`src/rtl/regfile_pkg.sv`:
```
// Shared encodings for the parametrised register file: extension sizes and sequencer states.
package regfile_pkg;

    typedef enum logic [1:0] {
        SZ_WORD   = 2'b00,
        SZ_BYTE_S = 2'b01,
        SZ_BYTE_U = 2'b10,
        SZ_HALF_S = 2'b11
    } size_e;

    typedef enum logic {
        ST_CLEAR = 1'b0,
        ST_READY = 1'b1
    } state_e;

endpackage

```
`src/rtl/regfile_extend.sv`:
```
// Width adjustment of a register value: word pass-through, byte sign/zero extend, half sign extend.
module regfile_extend
    import regfile_pkg::*;
#(
    parameter int unsigned DATA_W = 32
) (
    input  logic [DATA_W-1:0] data_in,
    input  logic [1:0]        size,
    output logic [DATA_W-1:0] data_out
);

    always_comb begin
        data_out = data_in;
        case (size)
            SZ_BYTE_S: data_out = {{(DATA_W-8){data_in[7]}}, data_in[7:0]};
            SZ_BYTE_U: data_out = {{(DATA_W-8){1'b0}}, data_in[7:0]};
            SZ_HALF_S: data_out = {{(DATA_W-16){data_in[15]}}, data_in[15:0]};
            default:   data_out = data_in;
        endcase
    end

endmodule

```
`src/rtl/regfile_param.sv`:
```
// Clocked register file with NUM_RD extending read ports and a zeroing sequencer.
// Define REGFILE_BYPASS_EN to forward same-cycle write data to matching read ports.
module regfile_param
    import regfile_pkg::*;
#(
    parameter int unsigned DATA_W = 32,
    parameter int unsigned ADDR_W = 5,
    parameter int unsigned NUM_RD = 2
) (
    input  logic                       clk,
    input  logic                       reset,
    input  logic                       clear_req,
    output logic                       ready,
    input  logic                       write_en,
    input  logic [ADDR_W-1:0]          write_addr,
    input  logic [DATA_W-1:0]          write_data,
    input  logic [1:0]                 write_size,
    output logic                       write_drop,
    input  logic [NUM_RD*ADDR_W-1:0]   read_addr,
    input  logic [NUM_RD*2-1:0]        read_size,
    output logic [NUM_RD*DATA_W-1:0]   read_data
);

    localparam int unsigned DEPTH = 1 << ADDR_W;

    state_e              state_q;
    state_e              state_d;
    logic [ADDR_W-1:0]   clr_cnt_q;
    logic [ADDR_W-1:0]   clr_cnt_d;
    logic                ready_d;
    logic                write_drop_d;
    logic                mem_we;
    logic [ADDR_W-1:0]   mem_waddr;
    logic [DATA_W-1:0]   mem_wdata;
    logic [DATA_W-1:0]   write_ext;
    logic [DATA_W-1:0]   mem [DEPTH];

    regfile_extend #(.DATA_W(DATA_W)) u_wr_ext (
        .data_in  (write_data),
        .size     (write_size),
        .data_out (write_ext)
    );

    // Sequencer next state and the single array write port (clear has priority).
    always_comb begin
        state_d      = state_q;
        clr_cnt_d    = clr_cnt_q;
        ready_d      = ready;
        write_drop_d = 1'b0;
        mem_we       = 1'b0;
        mem_waddr    = write_addr;
        mem_wdata    = write_ext;
        case (state_q)
            ST_CLEAR: begin
                mem_we       = 1'b1;
                mem_waddr    = clr_cnt_q;
                mem_wdata    = '0;
                write_drop_d = write_en;
                if (clr_cnt_q == ADDR_W'(DEPTH - 1)) begin
                    state_d   = ST_READY;
                    ready_d   = 1'b1;
                    clr_cnt_d = '0;
                end else begin
                    clr_cnt_d = clr_cnt_q + ADDR_W'(1);
                end
            end
            ST_READY: begin
                if (clear_req) begin
                    state_d   = ST_CLEAR;
                    clr_cnt_d = '0;
                    ready_d   = 1'b0;
                end else if (write_en && (write_addr != '0)) begin
                    mem_we = 1'b1;
                end
            end
            default: begin
                state_d   = ST_CLEAR;
                clr_cnt_d = '0;
                ready_d   = 1'b0;
            end
        endcase
    end

    always_ff @(posedge clk or posedge reset) begin
        if (reset) begin
            state_q    <= ST_CLEAR;
            clr_cnt_q  <= '0;
            ready      <= 1'b0;
            write_drop <= 1'b0;
        end else begin
            state_q    <= state_d;
            clr_cnt_q  <= clr_cnt_d;
            ready      <= ready_d;
            write_drop <= write_drop_d;
        end
    end

    // Storage array carries no reset; the sequencer defines its contents.
    always_ff @(posedge clk) begin
        if (mem_we) begin
            mem[mem_waddr] <= mem_wdata;
        end
    end

    for (genvar p = 0; p < NUM_RD; p++) begin : g_rd
        logic [ADDR_W-1:0] addr;
        logic [DATA_W-1:0] raw;
        logic [DATA_W-1:0] ext;

        assign addr = read_addr[p*ADDR_W +: ADDR_W];

        always_comb begin
            raw = mem[addr];
`ifdef REGFILE_BYPASS_EN
            if (ready && write_en && (write_addr != '0) && (write_addr == addr)) begin
                raw = write_ext;
            end
`endif
            if (addr == '0) begin
                raw = '0;
            end
        end

        regfile_extend #(.DATA_W(DATA_W)) u_rd_ext (
            .data_in  (raw),
            .size     (read_size[p*2 +: 2]),
            .data_out (ext)
        );

        assign read_data[p*DATA_W +: DATA_W] = ready ? ext : '0;
    end

endmodule

```
`config.mk`:
```
export PLATFORM = sky130hd
export DESIGN_NAME = regfile_param
export DESIGN_NICKNAME = d
export VERILOG_FILES = /design/src/rtl/regfile_pkg.sv /design/src/rtl/regfile_extend.sv /design/src/rtl/regfile_param.sv
export SDC_FILE = /design/constraint.sdc
export NUM_CORES = 1
export LEC_CHECK = 0
export ABC_AREA = 0
export CORE_MARGIN = 1
export CORE_UTILIZATION = 40
export DETAILED_ROUTE_END_ITERATION = 16
export HOLD_SLACK_MARGIN = 0.08
export PLACE_DENSITY = 0.54
export REMOVE_ABC_BUFFERS = 1
export SLEW_MARGIN = 20
export SYNTH_ARGS = -nofsm -noshare
export SYNTH_HDL_FRONTEND = slang
export SYNTH_SLANG_ARGS = --single-unit
```
`constraint.sdc`:
```
create_clock -name clk -period 5.6 [get_ports clk]
set_input_delay 0.56 -clock clk [delete_from_list [all_inputs] [get_ports clk]]
set_output_delay 0.56 -clock clk [all_outputs]
set_load 0.05 [all_outputs]
```
# Word level (Yosys, flattened, before mapping)
# Memory sizes are Yosys's and may differ from the RTL's.
# Cells that the tools add are included.
[word_totals]
mem_count = 1
elab_cells = 48
input_bits = 57
latchBits = 0
output_inout_bits = 66
register_bits = 8
mem_bits_rw = 1024
romBits = 0
[mem_list]
columns = ["memory", "words", "width", "read_ports", "rd_ports_with_merged_regs", "write_ports", "line", "rtl"]
rows = [
  ["mem", 32, 32, 2, 0, 1, "regfile_param.sv:36", "logic [DATA_W-1:0] mem [DEPTH];"],
]
[op_classes]
bitwise = 1
n_shift = 0
div = 0
magnitude_cmp = 0
n_reduce_logical = 5
multipliers = 0
n_eq_ne = 12
n_mux = 24
n_addsub = 1
[ops]
columns = ["op", "n"]
rows = [
  ["$pmux W32 S3", 3],
  ["$mux W32", 5],
  ["$mux W5", 3],
  ["$eq A2 B2 Y1 const B", 6],
  ["$logic_not A5 Y1", 2],
  ["$pmux W5 S2", 1],
  ["$mux W1", 9],
  ["$eq A2 B1 Y1 const B", 3],
  ["$pmux W1 S2", 3],
  ["$add A5 B1 Y5 const B", 1],
  ["$eq A5 B5 Y1 const B", 1],
  ["$reduce_bool A5 Y1", 1],
  ["$ne A2 B2 Y1 const B", 2],
  ["$reduce_and A2 Y1", 1],
  ["$logic_and A1 B1 Y1", 1],
  ["$not A1 Y1", 1],
]

# Longest topological paths before layout
[depth]
depth_word = 7
ltp_mapped = 10
mapped_depth_nobuf = 6

# Cells and area by module
# Synthesis repeated with hierarchy kept, for this count alone.
[unflattened]
hier_cells = 2710
hier_area_um2 = 50375.8
[by_module_without_submodules]
columns = ["mod", "area_each_um2", "n_inst", "cells_each", "seq_area_each_um2"]
rows = [
  ["regfile_param", 48908.2, 1, 2563, 30949.7],
  ["regfile_extend", 489.2, 3, 49, 0.0],
]

# Least setup slack after synthesis
# OpenSTA, ideal clock, no wires.
[synth_timing]
kind = "input-to-output"
start = "input port read_addr[2]"
end = "output port read_data[21]"
required_ps = 5040
arrival_time_ps = 2812
stages = 9
path_slack_ps = 2228
path_cell_list = "buf_2 > and2_1 > buf_2 > a22oi_1 > a21oi_1 > nor4_1 > a221oi_2 > buf_2 > a21oi_1"
[synth_via]
elab_chain_cells = 4
word_cells_on_any_way = 5
classes_between = "mux (3); reduce/logical (1); memory (1)"
[synth_lines]
columns = ["element", "line", "rtl"]
rows = [
  ["from (decl)", "regfile_param.sv:19", "input logic [NUM_RD*ADDR_W-1:0] read_addr,"],
  ["$mem_v2 Z32 W32 / $logic_not A5 Y1 (equally long branches)", "-", ""],
  ["$mux W32 (*)", "regfile_param.sv:119", "if (addr == '0) begin"],
  ["$pmux W32 S3 (*)", "regfile_extend.sv:14", "case (size)"],
  ["$mux W32 (*)", "regfile_param.sv:130", "assign read_data[p*DATA_W +: DATA_W] = ready ? ext : '0;"],
  ["to (decl)", "regfile_param.sv:21", "output logic [NUM_RD*DATA_W-1:0] read_data"],
]
# Mark *: on every way between the ends. The rest lies on a longest branch, timed or not.

# Worst setup path after layout
[layout_timing]
start = "input port read_addr[0]"
end = "output port read_data[14]"
# Same word-level chain as after synthesis.

==> results.yml <==
die:
  die_w_um: 352
  initial_core_util_pct: 40.5
  die_h_um: 352
  io_pins: 123
  coreArea_um2: 121000
  rows: 127
  die_area_um2: 124000
drt:
  drc_errors: 0
  avgViaCountPerCell: 6.40
  initialDrtViolationCount: 3085
  via_count: 26987
  drt_pass1_iterations: 5
  wire_per_inst_um: 37.3
  drt-total-wl_mm: 157
  antenna_left: 0
power_and_ir_drop:
  power_density_nw_per_um2: 416
  ir_worst_vdd_mv: 0.327
  p_leak_uw: 0.0179
timing:
  tightest_slew_ns: 1.09
  rsz0062_at_grt: "no"
  finalSetupTns_ns: 0
  min_period_ns: 4.84
  max_freq_ghz: 0.207
  hold_violations: 0
  finalSetupViolations: 0
  fin_crit_sh_pct: 86.4
  relSlewSlack_pct: 27.0
  drv_slew: 0
  clock-skew-final_ns: 0.0199
synthesis:
  syn_area_um2: 48900
  seq_area_frac_synth_pct: 63.3
  ys_warn_count: 0
  synth_ff_type: "edfxtp_1"
  yosys_register_bits: 1032
  async_flop_share_pct: 0.775
  synth_edf_count: 1024
  synthCells: 2377
  synth_cell_type_count: 54
  avgSynthCellArea_um2: 20.6
final_layout:
  drive_above_1_share_pct: 35.9
  fill_cells: 9965
  syn_to_final_growth_pct: 14.6
  final_design_area_no_fill_um2: 56000
  nets: 2569
critical_path:
  critical_path_buf_inv_count: 2
  r2r-end: "mem[19][29]$_DFFE_PP_"
  cp_common_cell: "a21oi_1"
  setup.worst_path.end_class: "output pin"
  crit_fanout: 54
  critPathKind: "input port to output pin"
  r2r_slack_ns: 2.25
  crit_family: "simple AND/OR/NAND/NOR gates"
  cp.required_ns: 5.04
  cp_slowest_stage_delay_ns: 0.75
  cp_cell_sequence: "buf_8 -> nor2b_1 -> a22oi_1 -> a21oi_1 -> nor4_1 -> nand2_1 -> a21oi_1 -> buf_12"
  rr_worst_depth: 5
  cp.arrival_ns: 4.28
  critPathSlowestCell: "a21oi_1"
  setup.worst_path.start_class: "input port"
  worstReg2RegStart: "state_q$_DFF_PP0_"
cts:
  cts_tree: "done"
  hold_buffers: 0
  clk_latency_ns: 0.71
  cts_buffer_depth: 3
  cts_root_buffer: "clkbuf_16"
  path_clk_slew_ns: 0.06
  post_cts_resized: 0
  cts_sinks: 1032
  cts_buffers: 112
  postCtsSetupRepairBufs: 0
  cts-htree-levels: 3
global_route:
  antenna_found_initial: 5
  grt.total_usage_pct: 25.9
  grt_pass1_wl_mm: 222
  grt_max_degree: 102
  overflow: 0
  grt_pass1_vias: 28714
flow_run:
  drv_cap: 0
place:
  io_buffer_count: 122
  place.gp.congestion: 0.814
  place_area_um2: 52500
  hpwl_mm: 90.2
status:
  status: "complete, no violations"
min_path:
  worstHoldPathType: "input port to asynchronous set/reset pin"
cells by family (layout without fill, tap and decap cells):
logic type	after synthesis	count (layout)	share of synthesized area (%)
AOI/OAI and AO/OA	237	237	3.43
adders and majority gates	2	2	0.0512
buffers and inverters	197	423	2.42
DFF	1032	1032	63.3
muxes	715	715	28.8
other	0	2	0
and+or+nand+nor	194	194	1.98
worst reg2reg max path, stage by stage, from the launching register on:
cell,delay (ns)
dfrtp_1,0.38
inv_1,0.56
o2bb2ai_1,0.22
nand2_1,0.49
nor2_4,1.02
buf_12,0.34
placed cells by master, fill, tap and decap left out, types with 39 or more instances in the layout:
cell type / instances
nand2_1: 39
edfxtp_1: 1024
a21oi_1: 63
mux4_2: 554
a22oi_1: 71
clkdlybuf4s50_1: 68
buf_4: 85
clkbuf_16: 112
mux2i_1: 154
buf_12: 49
stage by stage:
stage | hold WS, ns | setup WS, ns | cells | util (%) | total power [uW]
3_5_place_dp | 0.578 | 0.902 | 4008 | 43.5 | 16200
2_1_floorplan | 0.376 | 2.24 | 2186 | - | 13300
3_3_place_gp | 0.559 | 0.836 | 4008 | 43.5 | 16000
6_report | 0.176 | 0.759 | 4217 | 46.5 | 23300
5_1_grt | 0.167 | 0.556 | 4215 | 46.5 | 24000
4_1_cts | 0.135 | 0.798 | 4215 | 46.4 | 23400
area by class of cell:
cell class | count | area (um2) | area share (%)
inverters | 6 | 22.5 | 0.0402
flip-flops and latches | 1032 | 30900 | 55.2
repair buffers | 210 | 2390 | 4.27
diodes | 2 | 5.00 | 0.00893
multi-input cells | 1148 | 17100 | 30.5
clock inverters | 73 | 671 | 1.20
clock buffers | 134 | 2890 | 5.15
well taps | 1612 | 2020 | 3.60
state kept, by name, indices dropped and copies added (netlist names):
| signal | cells |
|---|---|
| mem | 1024 |
| ready | 1 |
| state_q | 1 |
| clr_cnt_q | 5 |
| write_drop | 1 |
where the power goes:
part	leakage, uW	internal, uW	switching [uW]
registers	0.00961	10000	385
logic	0.00656	1830	3790
clock network	0.00175	4200	3090
total	0.0179	16000	7260
per-layer routing:
layer,share of wire [%],global-route usage (%),vias to the layer above,wire [um]
met1,40,34.9,14843,62500
met2,50,43.3,1208,78800
met5,0.020,0,-,32
li1,-,-,10665,-
met3,7.1,4.45,267,11200
met4,3.0,7.46,4,4680
cell usage after synthesis, types with 2 or more instances:
master,number,area share (%)
a21oi_2,9,0.16
nand3_1,11,0.11
a22oi_1,71,1.1
dfrtp_1,8,0.41
nor2b_1,14,0.18
o211ai_2,8,0.20
buf_4,36,0.55
mux4_2,554,26
and2_1,19,0.24
nand2b_1,16,0.20
mux2i_1,154,3.2
or2_2,3,0.038
buf_1,7,0.054
a211oi_1,6,0.092
o21ai_1,3,0.031
nor3_1,3,0.031
o21ai_0,6,0.061
o22ai_1,3,0.038
inv_1,5,0.038
a2111oi_0,6,0.11
a21oi_1,63,0.64
and3_1,3,0.038
a221oi_2,2,0.061
buf_2,68,0.70
nand2_1,39,0.30
a21o_1,7,0.11
edfxtp_1,1024,63
nor3b_1,7,0.11
o211ai_1,20,0.31
nor4_2,2,0.051
buf_6,26,0.60
o2bb2ai_1,3,0.054
ha_1,2,0.051
o21a_1,25,0.38
clkbuf_4,4,0.061
nor4_1,3,0.038
mux2_2,7,0.16
nor2_1,67,0.51
clkbuf_1,48,0.37
how the worst max path moves through the flow:
stage / startpoint / to / slack (ns) / depth (start not counted)
after global placement: read_addr[0] / read_data[14] / 0.84 / 8
after global routing: read_addr[0] / read_data[14] / 0.56 / 8
final: read_addr[0] / read_data[14] / 0.76 / 8
after CTS: read_addr[0] / read_data[14] / 0.80 / 8
after floorplan: read_addr[8] / read_data[48] / 2.24 / 5
after detailed placement: read_addr[0] / read_data[14] / 0.90 / 8
(Power assumes the default switching activity.)
